`config.mk`:
```
export PLATFORM = sky130hd
export DESIGN_NAME = mult_issue_ctrl_flat
export DESIGN_NICKNAME = d
export VERILOG_FILES = /design/src/rtl/mult_issue_ctrl_if.sv /design/src/rtl/mult_issue_ctrl.sv /design/src/flat_wrapper.sv
export SDC_FILE = /design/constraint.sdc
export NUM_CORES = 1
export LEC_CHECK = 0
export ABC_AREA = 1
export BUFFER_PORTS_ARGS = -buffer_cell sky130_fd_sc_hd__buf_2
export CAP_MARGIN = 20
export CORE_MARGIN = 3
export CORE_UTILIZATION = 55
export CTS_CLUSTER_SIZE = 14
export DETAILED_ROUTE_END_ITERATION = 7
export GPL_TIMING_DRIVEN = 0
export PLACE_DENSITY = 0.82
export SYNTH_ARGS = -nofsm -noshare
export SYNTH_HDL_FRONTEND = slang
export SYNTH_SLANG_ARGS = --single-unit
```
`constraint.sdc`:
```
create_clock -name clock -period 6.5 [get_ports clock]
set_clock_uncertainty 0.1 [all_clocks]
set_input_delay 1.3 -clock clock [delete_from_list [all_inputs] [get_ports clock]]
set_output_delay 1.3 -clock clock [all_outputs]
set_load 0.05 [all_outputs]
```
`src/rtl/mult_issue_ctrl_if.sv`:
```
// Handshake bundle for mult_issue_ctrl: request port, multiplier drive/return, and response port.
// The slave modport is the controller's view; master is the surrounding environment.
interface mult_issue_ctrl_if #(
    parameter int TAG_W = 4
);
    logic              req_valid;
    logic              req_ready;
    logic [31:0]       req_mlier;
    logic [31:0]       req_mcand;
    logic [TAG_W-1:0]  req_tag;

    logic              mul_start;
    logic [31:0]       mul_mlier;
    logic [31:0]       mul_mcand;
    logic              mul_valid;
    logic [63:0]       mul_prodt;

    logic              rsp_valid;
    logic              rsp_ready;
    logic [63:0]       rsp_prodt;
    logic [TAG_W-1:0]  rsp_tag;

    modport slave (
        input  req_valid, req_mlier, req_mcand, req_tag,
        output req_ready,
        output mul_start, mul_mlier, mul_mcand,
        input  mul_valid, mul_prodt,
        output rsp_valid, rsp_prodt, rsp_tag,
        input  rsp_ready
    );

    modport master (
        output req_valid, req_mlier, req_mcand, req_tag,
        input  req_ready,
        input  mul_start, mul_mlier, mul_mcand,
        output mul_valid, mul_prodt,
        input  rsp_valid, rsp_prodt, rsp_tag,
        output rsp_ready
    );
endinterface

```
`src/rtl/mult_issue_ctrl.sv`:
```
// Issue stage for the 32x32 signed shift/add multiplier: request FIFO, start/operand driver, tagged response.
// Optional macro MULT_ISSUE_ZERO_BYPASS_EN answers zero-operand requests directly without issuing them.
module mult_issue_ctrl #(
    parameter int DEPTH  = 4,
    parameter int AW     = 2,
    parameter int TAG_W  = 4,
    parameter int SETTLE = 1
) (
    input  logic                clock,
    input  logic                reset,
    mult_issue_ctrl_if.slave    bus,
    output logic                busy,
    output logic [AW:0]         count
);

    localparam logic [1:0] ST_IDLE   = 2'd0;
    localparam logic [1:0] ST_RUN    = 2'd1;
    localparam logic [1:0] ST_SETTLE = 2'd2;
    localparam logic [1:0] ST_GAP    = 2'd3;
    localparam int SW = (SETTLE > 1) ? $clog2(SETTLE + 1) : 1;

    logic [TAG_W+63:0] mem [DEPTH];
    logic [AW-1:0]     wr_ptr;
    logic [AW-1:0]     rd_ptr;
    logic              req_ready;
    logic              push;
    logic              pop;
    logic              slot_free;
    logic [TAG_W+63:0] head;
    logic [TAG_W-1:0]  head_tag;
    logic [31:0]       head_mlier;
    logic [31:0]       head_mcand;
    logic              head_zero;

    logic [1:0]        state;
    logic [SW-1:0]     settle_cnt;
    logic              mul_start;
    logic [31:0]       mul_mlier;
    logic [31:0]       mul_mcand;
    logic [TAG_W-1:0]  run_tag;
    logic              rsp_valid;
    logic [63:0]       rsp_prodt;
    logic [TAG_W-1:0]  rsp_tag;

    assign req_ready  = (count != (AW+1)'(DEPTH));
    assign push       = bus.req_valid && req_ready;
    assign slot_free  = !rsp_valid || bus.rsp_ready;
    assign pop        = (state == ST_IDLE) && (count != '0) && slot_free;

    assign head       = mem[rd_ptr];
    assign head_tag   = head[TAG_W+63:64];
    assign head_mlier = head[63:32];
    assign head_mcand = head[31:0];

`ifdef MULT_ISSUE_ZERO_BYPASS_EN
    assign head_zero  = (head_mlier == 32'd0) || (head_mcand == 32'd0);
`else
    assign head_zero  = 1'b0;
`endif

    assign bus.req_ready = req_ready;
    assign bus.mul_start = mul_start;
    assign bus.mul_mlier = mul_mlier;
    assign bus.mul_mcand = mul_mcand;
    assign bus.rsp_valid = rsp_valid;
    assign bus.rsp_prodt = rsp_prodt;
    assign bus.rsp_tag   = rsp_tag;

    assign busy = (state != ST_IDLE) || (count != '0);

    always_ff @(posedge clock) begin
        if (push) begin
            mem[wr_ptr] <= {bus.req_tag, bus.req_mlier, bus.req_mcand};
        end
    end

    always_ff @(posedge clock) begin
        if (!reset) begin
            wr_ptr <= '0;
            rd_ptr <= '0;
            count  <= '0;
        end else begin
            if (push) begin
                wr_ptr <= wr_ptr + AW'(1);
            end
            if (pop) begin
                rd_ptr <= rd_ptr + AW'(1);
            end
            case ({push, pop})
                2'b10:   count <= count + (AW+1)'(1);
                2'b01:   count <= count - (AW+1)'(1);
                default: count <= count;
            endcase
        end
    end

    // A response leaves on rsp_ready; a new one is only produced once the slot is free,
    // so the clear below never collides with a capture of a different result.
    always_ff @(posedge clock) begin
        if (!reset) begin
            state      <= ST_IDLE;
            settle_cnt <= '0;
            mul_start  <= 1'b0;
            mul_mlier  <= '0;
            mul_mcand  <= '0;
            run_tag    <= '0;
            rsp_valid  <= 1'b0;
            rsp_prodt  <= '0;
            rsp_tag    <= '0;
        end else begin
            if (rsp_valid && bus.rsp_ready) begin
                rsp_valid <= 1'b0;
            end
            case (state)
                ST_IDLE: begin
                    if (pop) begin
                        if (head_zero) begin
                            rsp_valid <= 1'b1;
                            rsp_prodt <= '0;
                            rsp_tag   <= head_tag;
                        end else begin
                            mul_mlier <= head_mlier;
                            mul_mcand <= head_mcand;
                            run_tag   <= head_tag;
                            mul_start <= 1'b1;
                            state     <= ST_RUN;
                        end
                    end
                end
                ST_RUN: begin
                    if (bus.mul_valid) begin
                        settle_cnt <= SW'(SETTLE);
                        state      <= ST_SETTLE;
                    end
                end
                ST_SETTLE: begin
                    // Capture on the edge where the counter steps down to zero.
                    if (settle_cnt <= SW'(1)) begin
                        settle_cnt <= '0;
                        rsp_prodt  <= bus.mul_prodt;
                        rsp_tag    <= run_tag;
                        rsp_valid  <= 1'b1;
                        mul_start  <= 1'b0;
                        state      <= ST_GAP;
                    end else begin
                        settle_cnt <= settle_cnt - SW'(1);
                    end
                end
                ST_GAP: begin
                    state <= ST_IDLE;
                end
                default: begin
                    state <= ST_IDLE;
                end
            endcase
        end
    end

endmodule

```
`src/flat_wrapper.sv`:
```
// flat-port wrapper written by rule: the top's interface ports become plain ports
module mult_issue_ctrl_flat 
#(
    parameter int DEPTH  = 4,
    parameter int AW     = 2,
    parameter int TAG_W  = 4,
    parameter int SETTLE = 1
)
  (clock, reset, busy, count, bus_req_valid, bus_req_mlier, bus_req_mcand, bus_req_tag, bus_req_ready, bus_mul_start, bus_mul_mlier, bus_mul_mcand, bus_mul_valid, bus_mul_prodt, bus_rsp_valid, bus_rsp_prodt, bus_rsp_tag, bus_rsp_ready);
  mult_issue_ctrl_if #(.TAG_W(TAG_W)) bus_i ();
  input  logic clock;
  input  logic reset;
  output logic busy;
  output logic [AW:0] count;
  input wire logic [$bits(bus_i.req_valid)-1:0] bus_req_valid;
  input wire logic [$bits(bus_i.req_mlier)-1:0] bus_req_mlier;
  input wire logic [$bits(bus_i.req_mcand)-1:0] bus_req_mcand;
  input wire logic [$bits(bus_i.req_tag)-1:0] bus_req_tag;
  output wire logic [$bits(bus_i.req_ready)-1:0] bus_req_ready;
  output wire logic [$bits(bus_i.mul_start)-1:0] bus_mul_start;
  output wire logic [$bits(bus_i.mul_mlier)-1:0] bus_mul_mlier;
  output wire logic [$bits(bus_i.mul_mcand)-1:0] bus_mul_mcand;
  input wire logic [$bits(bus_i.mul_valid)-1:0] bus_mul_valid;
  input wire logic [$bits(bus_i.mul_prodt)-1:0] bus_mul_prodt;
  output wire logic [$bits(bus_i.rsp_valid)-1:0] bus_rsp_valid;
  output wire logic [$bits(bus_i.rsp_prodt)-1:0] bus_rsp_prodt;
  output wire logic [$bits(bus_i.rsp_tag)-1:0] bus_rsp_tag;
  input wire logic [$bits(bus_i.rsp_ready)-1:0] bus_rsp_ready;
  assign bus_i.req_valid = bus_req_valid;
  assign bus_i.req_mlier = bus_req_mlier;
  assign bus_i.req_mcand = bus_req_mcand;
  assign bus_i.req_tag = bus_req_tag;
  assign bus_req_ready = bus_i.req_ready;
  assign bus_mul_start = bus_i.mul_start;
  assign bus_mul_mlier = bus_i.mul_mlier;
  assign bus_mul_mcand = bus_i.mul_mcand;
  assign bus_i.mul_valid = bus_mul_valid;
  assign bus_i.mul_prodt = bus_mul_prodt;
  assign bus_rsp_valid = bus_i.rsp_valid;
  assign bus_rsp_prodt = bus_i.rsp_prodt;
  assign bus_rsp_tag = bus_i.rsp_tag;
  assign bus_i.rsp_ready = bus_rsp_ready;
  mult_issue_ctrl #(.DEPTH(DEPTH), .AW(AW), .TAG_W(TAG_W), .SETTLE(SETTLE)) u_core (.clock(clock), .reset(reset), .bus(bus_i), .busy(busy), .count(count));
endmodule
```
==> flow_metrics.py <==
metrics = {
    "clock_network": {
        "cts.repair.resized": 0,
        "postCtsSetupBuffers": 0,
        "holdBufCountCts": 0,
        "clk_path_buf_depth": 3,
        "cts.sinks": 419,
        "cts_buffers": 41,
        "htree_num_levels": 2,
        "root_buffer": "clkbuf_16",
        "clkTransAtPathRegs_ns": 0.06,
        "cts_tree": "yes",
        "clk_latency_ns": 0.53,
    },
    "floorplanning": {
        "dieArea_sq_um": 30000,
        "core_area_sq_um": 27300,
        "rows": 60,
        "initial_core_util": 0.565,
        "io_pins": 276,
        "die_w_um": 173,
        "die_h_um": 173,
    },
    "sta": {
        "finalHoldViolations": 0,
        "fmax_ghz": 0.336,
        "slew_headroom": 0.417,
        "setup_viol": 0,
        "layout_setup_ws_ns": 3.52,
        "final.min_clock_period_ns": 2.98,
        "hold-worst-slack_ns": 0.387,
        "worst_slew_pin_slew_ns": 0.873,
        "rsz0062_at_grt": "false",
        "fin_crit_sh": 0.458,
        "drv_slew": 0,
    },
    "critical_path": {
        "cp_max_fo": 5,
        "worstSetupEndpointType": "primary output",
        "start_kind": "flop",
        "crit_required_ns": 5.10,
        "worst-endpoint-arrival_ns": 1.58,
        "crit_type": "reg2out",
    },
    "final_layout": {
        "area_growth_pct": 22.6,
        "final_common_cell": "nor2_1",
        "layout_common_cells": "nor2_1, buf_2, edfxtp_1",
        "post-route-util": 0.693,
        "nNetsFinal": 1810,
        "layout-drive-gt1-share": 0.244,
    },
    "yosys": {
        "synth_top_area_frac": 0.531,
        "synth_area_leaders": "edfxtp_1, dfxtp_1, nor2_1, o21ai_0, o21ai_1",
        "syn_inst": 1337,
        "synth-seq-area-share": 0.722,
        "netlist_area_sq_um": 15400,
        "ys_ff_latch": 419,
        "ys_types": 23,
        "syn_nets": 1483,
        "synth.largest_area_cell": "edfxtp_1",
        "yosys_warnings": 0,
        "avgSynthCellArea_sq_um": 11.5,
    },
    "global_routing": {
        "grt_max_degree": 29,
        "grt_overflow": 0,
        "grt_pass1_vias": 11218,
        "grt_usage": 0.253,
        "grt_pass1_wl_um": 60200,
        "antenna_found_initial": 7,
    },
    "detailed_routing": {
        "postRouteAntennaNets": 0,
        "viasPerCell": 5.48,
        "first_pass_iters": 5,
        "wl_per_cell_um": 19.0,
        "vias": 11353,
        "wirelength_um": 39400,
        "drc_errors": 0,
        "first_iter_violations": 996,
    },
    "pwr": {
        "power_density_nw_per_um2": 517,
        "ir_drop_v": 0.000352,
        "power_leakage_uw": 0.00754,
    },
    "job": {
        "max_cap_viol_count": 0,
    },
    "placed_design": {
        "dp_slack_ns": 3.01,
        "place_congestion": 0.873,
        "numPortBuffers": 274,
        "dp_hpwl_um": 26300,
    },
    "run_status": {
        "status": "complete, no violations",
    },
    "worst_hold_path": {
        "min_path_type": "reg2reg",
    },
}
## power breakdown
group	internal [uW]	total [uW]	switching [uW]
logic	975	3780	2810
clock network	1410	2370	962
registers	3390	3610	221
## synth_stat cells
cell / count
nand3_1: 1
o22ai_1: 68
buf_4: 11
fa_1: 1
inv_1: 15
clkbuf_1: 31
o21ai_0: 177
o31ai_1: 1
ha_1: 8
nor2_1: 425
buf_1: 1
clkbuf_2: 1
buf_2: 31
inv_2: 7
a21oi_2: 1
buf_6: 14
nand2_2: 3
nor2_8: 1
o21ai_1: 102
edfxtp_1: 272
dfxtp_1: 147
a21oi_1: 10
nand2_1: 9
## stage by stage
stage	setup TNS [ns]	std cells	power (uW)	area, sq um
final	0	2071	9760	18900
after global routing	0	2070	10200	18900
after CTS	0	2068	9800	18900
after detailed placement	0	1993	7430	17500
after global placement	-170.90	1983	7310	17200
after floorplan	0	1337	6320	15400
## final timing paths
kind	depth (start not counted)	endpoint	slack, ns	from
hold reg to reg	2	u_core.bus.rsp_prodt[9]	0.39	u_core.bus.rsp_prodt[9]
hold / removal	2	u_core.bus.rsp_prodt[9]	0.39	u_core.bus.rsp_prodt[9]
setup reg to reg	7	u_core.mem[0][13]	3.88	u_core.count[1]
setup / recovery	4	busy	3.52	u_core.state[0]
## sequential cells by signal, indices dropped and copies added, names as in the netlist
name                  count
u_core.bus.mul_mcand     32
u_core.bus.mul_mlier     32
u_core.bus.mul_start      1
u_core.bus.rsp_prodt     64
u_core.bus.rsp_tag        4
u_core.bus.rsp_valid      1
u_core.count              3
u_core.mem              272
u_core.rd_ptr             2
u_core.run_tag            4
u_core.state              2
u_core.wr_ptr             2
## layout make-up
type                       instances  area (sq um)
antenna                            3          7.51
buffer                            89           520
clock buffer                      58          1120
clock inverter                    17           230
fill                            1888          8370
inverter                          22          82.6
multi-input combinational        807          3710
sequential                       419         11100
tap                              372           465
timing repair buffer             284          1630
## critical path, stage by stage (launching register included)
cell and delay (ns):
dfxtp_1 0.35, inv_1 0.07, ha_1 0.27, nand2_1 0.09
buf_2 0.27
## routing by layer
| layer | GRT usage | vias up | share of wire |
|---|---|---|---|
| li1 | - | 5344 | - |
| met1 | 0.309 | 5333 | 0.38 |
| met2 | 0.440 | 567 | 0.50 |
| met3 | 0.0565 | 99 | 0.089 |
| met4 | 0.0970 | 10 | 0.029 |
| met5 | 0 | - | 0.0013 |
## kinds of logic (layout without fill, tap and decap cells)
| kind of cell | Yosys count | in the layout | share of synthesized area |
|---|---|---|---|
| fa+ha+maj | 9 | 9 | 0.00780 |
| other cells | 0 | 3 | 0 |
| flops | 419 | 419 | 0.722 |
| simple gates | 439 | 439 | 0.109 |
| compound gates | 359 | 359 | 0.123 |
| buf+inv | 111 | 470 | 0.0392 |
Note: power is estimated with default switching activity, not from simulation.
